===== src/rtl/icache_2way_param.sv =====
// icache_2way_param: 2-way set-associative instruction cache with LRU
// replacement and a three-state miss FSM (IDLE -> MEM_READ -> UPDATE).
// Optional macro ICACHE_PERF_EN adds saturating hit_count / miss_count outputs.
//
// Handshake: the CPU may consume 'instruction' in any cycle where busywait=0
// and must hold pc while busywait=1. Toward memory, mem_read is held with a
// stable mem_address until a cycle where mem_busywait=0; mem_readdata is
// taken in exactly that cycle.
module icache_2way_param #(
  parameter int INDEX_W  = 3,
  parameter int OFFSET_W = 2,
  parameter int TAG_W    = 3
) (
  input  logic                          clock,
  input  logic                          reset,
  input  logic [31:0]                   pc,
  output logic [31:0]                   instruction,
  output logic                          busywait,
  output logic                          mem_read,
  output logic [TAG_W+INDEX_W-1:0]      mem_address,
  input  logic [32*(2**OFFSET_W)-1:0]   mem_readdata,
  input  logic                          mem_busywait,
`ifdef ICACHE_PERF_EN
  output logic [31:0]                   hit_count,
  output logic [31:0]                   miss_count,
`endif
  output logic [1:0]                    fsm_state
);

  localparam int SETS    = 2 ** INDEX_W;
  localparam int BLOCK_W = 32 * (2 ** OFFSET_W);
  localparam int IDX_LO  = 2 + OFFSET_W;
  localparam int TAG_LO  = IDX_LO + INDEX_W;
  localparam int TOP     = TAG_LO + TAG_W;

  typedef enum logic [1:0] {IDLE = 2'd0, MEM_READ = 2'd1, UPDATE = 2'd2} state_t;

  state_t state, next_state;

  logic [SETS-1:0]    valid [2];
  logic [TAG_W-1:0]   tags  [2][SETS];
  logic [BLOCK_W-1:0] data  [2][SETS];
  logic [SETS-1:0]    lru;

  logic [TAG_W-1:0]   miss_tag;
  logic [INDEX_W-1:0] miss_index;
  logic [BLOCK_W-1:0] fill_block;
  logic [31:0]        last_instr;

  logic [OFFSET_W-1:0] offset;
  logic [INDEX_W-1:0]  index;
  logic [TAG_W-1:0]    tag;
  logic                hit0, hit1, hit;
  logic [BLOCK_W-1:0]  hit_block;
  logic [31:0]         hit_word;
  logic                victim;
  logic                unused_pc;

  assign offset    = pc[IDX_LO-1:2];
  assign index     = pc[TAG_LO-1:IDX_LO];
  assign tag       = pc[TOP-1:TAG_LO];
  assign unused_pc = ^{pc[31:TOP], pc[1:0]};
  assign fsm_state = state;

  // Hit detection and word select, purely from the current pc.
  always_comb begin
    hit0      = valid[0][index] && (tags[0][index] == tag);
    hit1      = valid[1][index] && (tags[1][index] == tag);
    hit       = hit0 || hit1;
    hit_block = hit1 ? data[1][index] : data[0][index];
    hit_word  = hit_block[{offset, 5'd0} +: 32];
  end

  // Fill victim: first invalid way (way0 preferred), otherwise the LRU way.
  always_comb begin
    victim = 1'b0;
    if (!valid[0][miss_index])      victim = 1'b0;
    else if (!valid[1][miss_index]) victim = 1'b1;
    else                            victim = lru[miss_index];
  end

  // Next-state logic for the miss FSM.
  always_comb begin
    next_state = state;
    case (state)
      IDLE:     if (!hit) next_state = MEM_READ;
      MEM_READ: if (!mem_busywait) next_state = UPDATE;
      UPDATE:   next_state = IDLE;
      default:  next_state = IDLE;
    endcase
  end

  // Outputs: a hit only serves data in IDLE; otherwise the last word is held.
  always_comb begin
    busywait    = (state != IDLE) || !hit;
    mem_read    = (state == MEM_READ);
    mem_address = '0;
    if (state == MEM_READ) mem_address = {miss_tag, miss_index};
    instruction = ((state == IDLE) && hit) ? hit_word : last_instr;
  end

  // State, valid/LRU bookkeeping, miss latch, fill capture and counters.
  always_ff @(posedge clock or negedge reset) begin
    if (!reset) begin
      state      <= IDLE;
      valid[0]   <= '0;
      valid[1]   <= '0;
      lru        <= '0;
      miss_tag   <= '0;
      miss_index <= '0;
      fill_block <= '0;
      last_instr <= '0;
`ifdef ICACHE_PERF_EN
      hit_count  <= '0;
      miss_count <= '0;
`endif
    end else begin
      state <= next_state;
      case (state)
        IDLE: begin
          if (hit) begin
            lru[index] <= hit0;
            last_instr <= hit_word;
`ifdef ICACHE_PERF_EN
            if (hit_count != 32'hFFFF_FFFF) hit_count <= hit_count + 32'd1;
`endif
          end else begin
            miss_tag   <= tag;
            miss_index <= index;
`ifdef ICACHE_PERF_EN
            if (miss_count != 32'hFFFF_FFFF) miss_count <= miss_count + 32'd1;
`endif
          end
        end
        MEM_READ: if (!mem_busywait) fill_block <= mem_readdata;
        UPDATE: begin
          valid[victim][miss_index] <= 1'b1;
          lru[miss_index]           <= ~victim;
        end
        default: ;
      endcase
    end
  end

  // Tag and data arrays need no reset; valid bits gate them.
  always_ff @(posedge clock) begin
    if (state == UPDATE) begin
      tags[victim][miss_index] <= miss_tag;
      data[victim][miss_index] <= fill_block;
    end
  end

endmodule


===== config.mk =====
export PLATFORM = sky130hd
export DESIGN_NAME = icache_2way_param
export DESIGN_NICKNAME = d
export VERILOG_FILES = /design/src/rtl/icache_2way_param.sv
export SDC_FILE = /design/constraint.sdc
export NUM_CORES = 2
export LEC_CHECK = 0
export BUFFER_PORTS_ARGS = -buffer_cell sky130_fd_sc_hd__buf_2
export CORE_MARGIN = 2
export CORE_UTILIZATION = 25
export CTS_BUF_LIST = sky130_fd_sc_hd__clkbuf_2 sky130_fd_sc_hd__clkbuf_4 sky130_fd_sc_hd__clkbuf_8
export DETAILED_ROUTE_END_ITERATION = 12
export HOLD_SLACK_MARGIN = 0.03
export PLACE_DENSITY = 0.38
export SYNTH_ARGS = -nofsm -noshare
export SYNTH_HDL_FRONTEND = slang
export SYNTH_SLANG_ARGS = --single-unit

===== constraint.sdc =====
create_clock -name clock -period 18.12 [get_ports clock]
set_input_delay 2.718 -clock clock [delete_from_list [all_inputs] [get_ports clock]]
set_output_delay 2.718 -clock clock [all_outputs]
set_load 0.02 [all_outputs]

* Yosys cells after proc, flatten, opt, wreduce, memory -nomap -nowiden *
Memories as Yosys holds them, arrays and structs flattened.
Index checks and enable logic that the tools add are counted.

storage, ports and cells
  register bits after elaboration = 192
  bits in writable memories = 2096
  input port bits = 163
  output and inout bits = 42
  word-level logic and storage cells = 99
  memories = 2

cells by class
  magnitude comparators = 9
  equality and inequality tests = 7
  shift-type cells = 1
  mux-type cells = 47
  bitwise logic cells = 7
  reductions and logical operators = 18

memories
  name  words  bits a word  rd ports  clocked after Yosys merged registers in  write ports  RTL line  source
  data  2      1024         2         0                                        1            42        logic [BLOCK_W-1:0] data [2][SETS];
  tags  2      24           2         0                                        1            41        logic [TAG_W-1:0] tags [2][SETS];

operators by type and width
  cell                                                      count
  two-way mux 1024 bit                                      1
  binary-select mux 128 bit (select 3 bit)                  2
  two-way mux 128 bit                                       6
  demux 128 bit (select 3 bit)                              1
  indexed part select 128 x 8 -> 32 bit                     1
  two-way mux 32 bit                                        1
  two-way mux 24 bit                                        1
  binary-select mux 3 bit (select 3 bit)                    2
  bitwise mux 8 bit                                         2
  two-way mux 8 bit                                         2
  OR 16 bit                                                 1
  case mux 8 bit (2 select lines)                           1
  binary-select mux 1 bit (select 3 bit)                    5
  two-way mux 3 bit                                         5
  two-way mux 1 bit                                         10
  AND reduction 2 bit                                       5
  demux 3 bit (select 3 bit)                                1
  demux 8 bit (select 1 bit)                                1
  greater-or-equal comparator 4 bit, second input constant  2
  < comparator 3 x 4 -> 1 bit, second input constant        2
  inverter 3 -> 4 bit                                       2
  logical AND 1 bit                                         7
  demux 1 bit (select 3 bit)                                2
  equality test 3 bit                                       2
  16 further kinds                                          24

* Logic depth before layout (Yosys ltp) *
  depth after elaboration = 10
  gate-level depth with buffers = 15
  gate-level depth less buffers = 9

* Worst setup path before layout *
OpenSTA, ideal clock, no wires.

  path type = register to register
  from = register miss_index[1]
  to = register valid[14] (netlist name)
  setup time = 0.106 ns
  arrival = 8.805 ns
  data required time = 18.014 ns
  setup slack = 9.209 ns
  stages on the path, launching flop included = 9
  buffers on the path = 1
  clock period less this slack = 8.911 ns
  cell sequence = dfrtp_1 clkbuf_1 mux2_2 a22o_1 a221oi_1 a21boi_0 nand2b_1 a21oi_1 or2_2

between the ends
  cells in the longest elaborated chain, start to end = 10
  elaborated cells on any way between the ends = 20
  those cells by class = 4 x order compare; 12 x mux; 2 x bitwise; 2 x reduce/logical

ends and longest elaborated chain
  element                                                                                                 RTL line  source
  from (decl)                                                                                             46        logic [INDEX_W-1:0] miss_index;
  from (signal assigned)                                                                                  129       miss_index <= index;
  binary-select mux 1 bit (select 3 bit) (on tied branches)                                               79, 78
  two-way mux 1 bit (on tied branches)                                                                    79, 78
  two-way mux 1 bit                                                                                       78        else if (!valid[1][miss_index]) victim = 1'b1;
  two-way mux 1 bit                                                                                       77        if (!valid[0][miss_index]) victim = 1'b0;
  inverter 1 -> 2 bit (implied by the code)                                                               137       valid[victim][miss_index] <= 1'b1;
  greater-or-equal comparator 2 bit (implied by the code) or < comparator 2 x 1 -> 1 bit (tied branches)  137
  logical AND 1 bit (implied by the code)                                                                 137
  two-way mux 8 bit (implied by the code)                                                                 137
  demux 8 bit (select 1 bit) *                                                                            137
  OR 16 bit (no line) *                                                                                   n/a
  to (decl)                                                                                               40        logic [SETS-1:0] valid [2];

Every way passes the cells marked *; elsewhere a longest branch is shown, timed or not. The select of a mux whose other input is x is not followed.
A chain may end at the register's enable or synchronous reset.

* Final worst setup path *
  from = input pc[4]
  to = output instruction[30]

between the ends
  cells in the longest elaborated chain, start to end = 9
  elaborated cells on any way between the ends = 26
  those cells by class = 2 x eq/ne; 1 x shift; 18 x mux; 1 x bitwise; 4 x reduce/logical

ends and longest elaborated chain
  element                                                                     RTL line    source
  from (decl)                                                                 16          input logic [31:0] pc,
  inverter 3 -> 4 bit (implied by the code)                                   67, 68, 70
  binary-select mux 3 bit (select 3 bit) (on tied branches)                   68, 67
  two-way mux 3 bit (on tied branches) (2 in a row)                           68, 67
  equality test 3 bit (on tied branches)                                      68, 67
  logical AND 1 bit (on tied branches)                                        68, 67
  two-way mux 128 bit or logical OR 1 bit (tied branches)                     70, 69
  indexed part select 128 x 8 -> 32 bit or logical AND 1 bit (tied branches)  71, 99
  two-way mux 32 bit *                                                        99          instruction = ((state == IDLE) && hit) ? hit_word : last_instr;
  to (decl)                                                                   17          output logic [31:0] instruction,

Marks and branches as above.

==> flow_summary.toml <==
[synth]
async_reset_ff_frac = 0.0839
synth_area_leaders = "edfxtp_1, dfrtp_1, mux2_2"
avgSynthCellArea_um2 = 17.6
yosys_warnings = 0
postSynthCellCount = 4973
synth_fp_nets = 5136
yosys.area.top_type_share = 0.718
syn_area_um2 = 87600
synth_flop_cell = "edfxtp_1"
synth_top_cell_by_area = "edfxtp_1"
synth_cell_types = 78
seq_area_frac_synth = 0.773
synth-seq-cells = 2288
synth_edf_count = 2096

[clocking]
cts_sinks = 2288
cts_root_buf = "clkbuf_8"
tritoncts = "built"
cts_hold_buf = 0
cts_made_buffers = 409
cts_max_path_buffers = 4
ctsResizeCount = 0
cts_setup_buffers = 0
path_clk_slew_ns = 0.06
clk_latency_ns = 1.06
ctsHtreeMaxLevel = 5

[power_and_ir_drop]
peakVddDrop_mv = 0.0586
p_sw_frac = 0.283
pwr-share-seq = 0.563
powerDensity_nw_per_um2 = 136
p_total_uw = 13800
internal_power_uw = 9920
p_sw_uw = 3920
p_comb_frac = 0.093
p_leak_uw = 0.0332
clkPwrFrac = 0.345

[placed_design]
globalplace.congestion = 0.727
io_buffer_count = 180
hpwl_um = 166000
dpl.cell_count = 9562

[run]
maxCapViolCount = 0

[hold_path]
worstHoldStart = "last_instr[2]$_DFFE_PN0N_"
min_path_type = "register to register"
hold-path-cell-count = 1
worstHoldEndpoint = "last_instr[2]$_DFFE_PN0N_"

[route]
wl_per_cell_um = 31.3
dr.first_iter.drc_count = 4091
ant_nets = 0
post-route-drc-count = 0
wl_um = 323000
dr.pass1.iters = 7
via_count = 50700
via_per_inst = 4.92

[finish]
drive_gt1_frac = 0.247
layout_commonest_cell = "edfxtp_1"
layout.nets = 5537
area_growth_pct = 16.6
nFillCells = 34600
final_cells = 10300
layout_common_cells = "edfxtp_1, clkbuf_8, mux2_2"

[floorplanning]
die_area_um2 = 355000
die_w_um = 596
ios = 205
start_util = 0.251
row_count = 217
die_h_um = 596
core_area_um2 = 349000

[critical_path]
r2r-start = "miss_index[1]$_DFFE_PN0P_"
worstSetupStartpointType = "primary input"
crit_path_max_fanout = 71
cp.arrival_ns = 8.36
end_kind = "output pin"
crit_type = "primary input to output pin"
reg2reg_to = "data[1][664]$_DFFE_PP_"
r2r_setup_slack_ns = 11.91
cp.required_ns = 15.40
reg2reg_depth = 9

[grt]
grt_pass1_wl_um = 441000
grt_pass1_vias = 51700
grt_use_total = 0.177
antenna_found_initial = 42
overflow = 0
grt_max_degree = 99

[timing]
tightest_slew_ns = 1.24
relSlewSlack = 0.169
setup_violations = 0
finClkSkew_ns = 0.104
tns_ns = 0
rsz0062_at_grt = "no"
report.final.slew_viol_count = 0
final.min_clock_period_ns = 11.08
post-route-period-util = 0.612
fmax_mhz = 90.2
final_hold_viol_count = 0

[status]
status = "complete, no violations"
sequential cells by signal (all words and copies together) (netlist names):
register    flops
data         2048
fill_block    128
fsm_state       2
last_instr     32
lru             8
miss_index      3
miss_tag        3
tags           48
valid          16
critical path: stages:
cell and delay, ns:
buf_8 0.51, buf_4 0.50, buf_4 0.45, nand2b_1 0.18, buf_4 0.37, o22ai_1 0.16, or3_1 0.35, and4_4 0.23
a22oi_4 0.33, nor2_8 0.18, inv_4 0.52, buf_4 0.47, a2111oi_0 0.18, buf_4 0.20, a211oi_1 0.53, buf_2 0.28
routing by layer:
metal | wire, µm | track usage | up-vias
met3 | 16000 | 0.0259 | 424
met2 | 155000 | 0.295 | 1465
li1 | - | - | 21100
met5 | 154 | 0 | -
met1 | 146000 | 0.244 | 27700
met4 | 5590 | 0.0371 | 24
per-stage QoR:
stage / worst slack, ns / hold slack (ns) / area (µm²) / util
CTS: 6.96 / 0.476 / 102000 / 0.292
detailed placement: 6.95 / 0.462 / 94100 / 0.270
floorplan: 9.21 / 0.451 / 87600 / -
finish: 7.04 / 0.471 / 102000 / 0.292
global route: 6.93 / 0.490 / 102000 / 0.292
global placement: 6.91 / 0.458 / 94100 / 0.270
cell families after synthesis:
kind of cell | count (synthesis) | share of synthesized area
xor+xnor | 6 | 0.000771
buf+inv | 351 | 0.0202
simple gates | 579 | 0.0296
compound gates | 1174 | 0.0962
flops | 2288 | 0.773
mux | 575 | 0.0800
Yosys cell counts (all sizes together) (8+ instances only):
master	count
mux2	278
a211oi	40
o221ai	14
mux4	72
a21oi	235
clkbuf	138
and2	11
o22ai	14
nor3	26
nand3	42
a311oi	15
o2bb2ai	8
nor2b	8
nand2	209
o211ai	39
or2	18
nor2	202
a31oi	25
a22oi	145
a222oi	12
buf	205
o2111ai	9
a22o	65
a21o	8
dfrtp	192
and3	10
o31ai	12
nand4	24
mux2i	225
a221oi	232
a221o	58
a2111oi	19
edfxtp	2096
o21ai	191
worst max path at each step:
| stage | from | end | slack, ns | cells past startpoint |
|---|---|---|---|---|
| 2_1_floorplan | miss_index[1]$_DFFE_PN0P_ | valid[14]$_DFFE_PN0P_ | 9.21 | 8 |
| 3_3_place_gp | pc[4] | instruction[5] | 6.91 | 14 |
| 3_5_place_dp | pc[4] | instruction[5] | 6.95 | 14 |
| 4_1_cts | pc[4] | instruction[5] | 6.96 | 14 |
| 5_1_grt | pc[4] | instruction[30] | 6.93 | 16 |
| 6_report | pc[4] | instruction[30] | 7.04 | 16 |
area by class of cell:
type	count	area (µm²)	share of cell area
clock inverters	134	737	0.00722
diodes	9	22.5	0.000221
well taps	4599	5750	0.0564
flip-flops and latches	2288	67700	0.663
repair buffers	333	2260	0.0222
multi-input cells	2334	18300	0.180
clock buffers	603	7200	0.0705
inverters	8	42.5	0.000417
power groups by stage:
stage	Sequential (µW)	Combinational [µW]	Clock, µW
after floorplan	7450	768	0
after global placement	7880	1300	0
after detailed placement	7930	1310	0
after CTS	7830	1310	4930
after global routing	7920	1370	5160
final	7790	1280	4780
(Power assumes the default switching activity.)
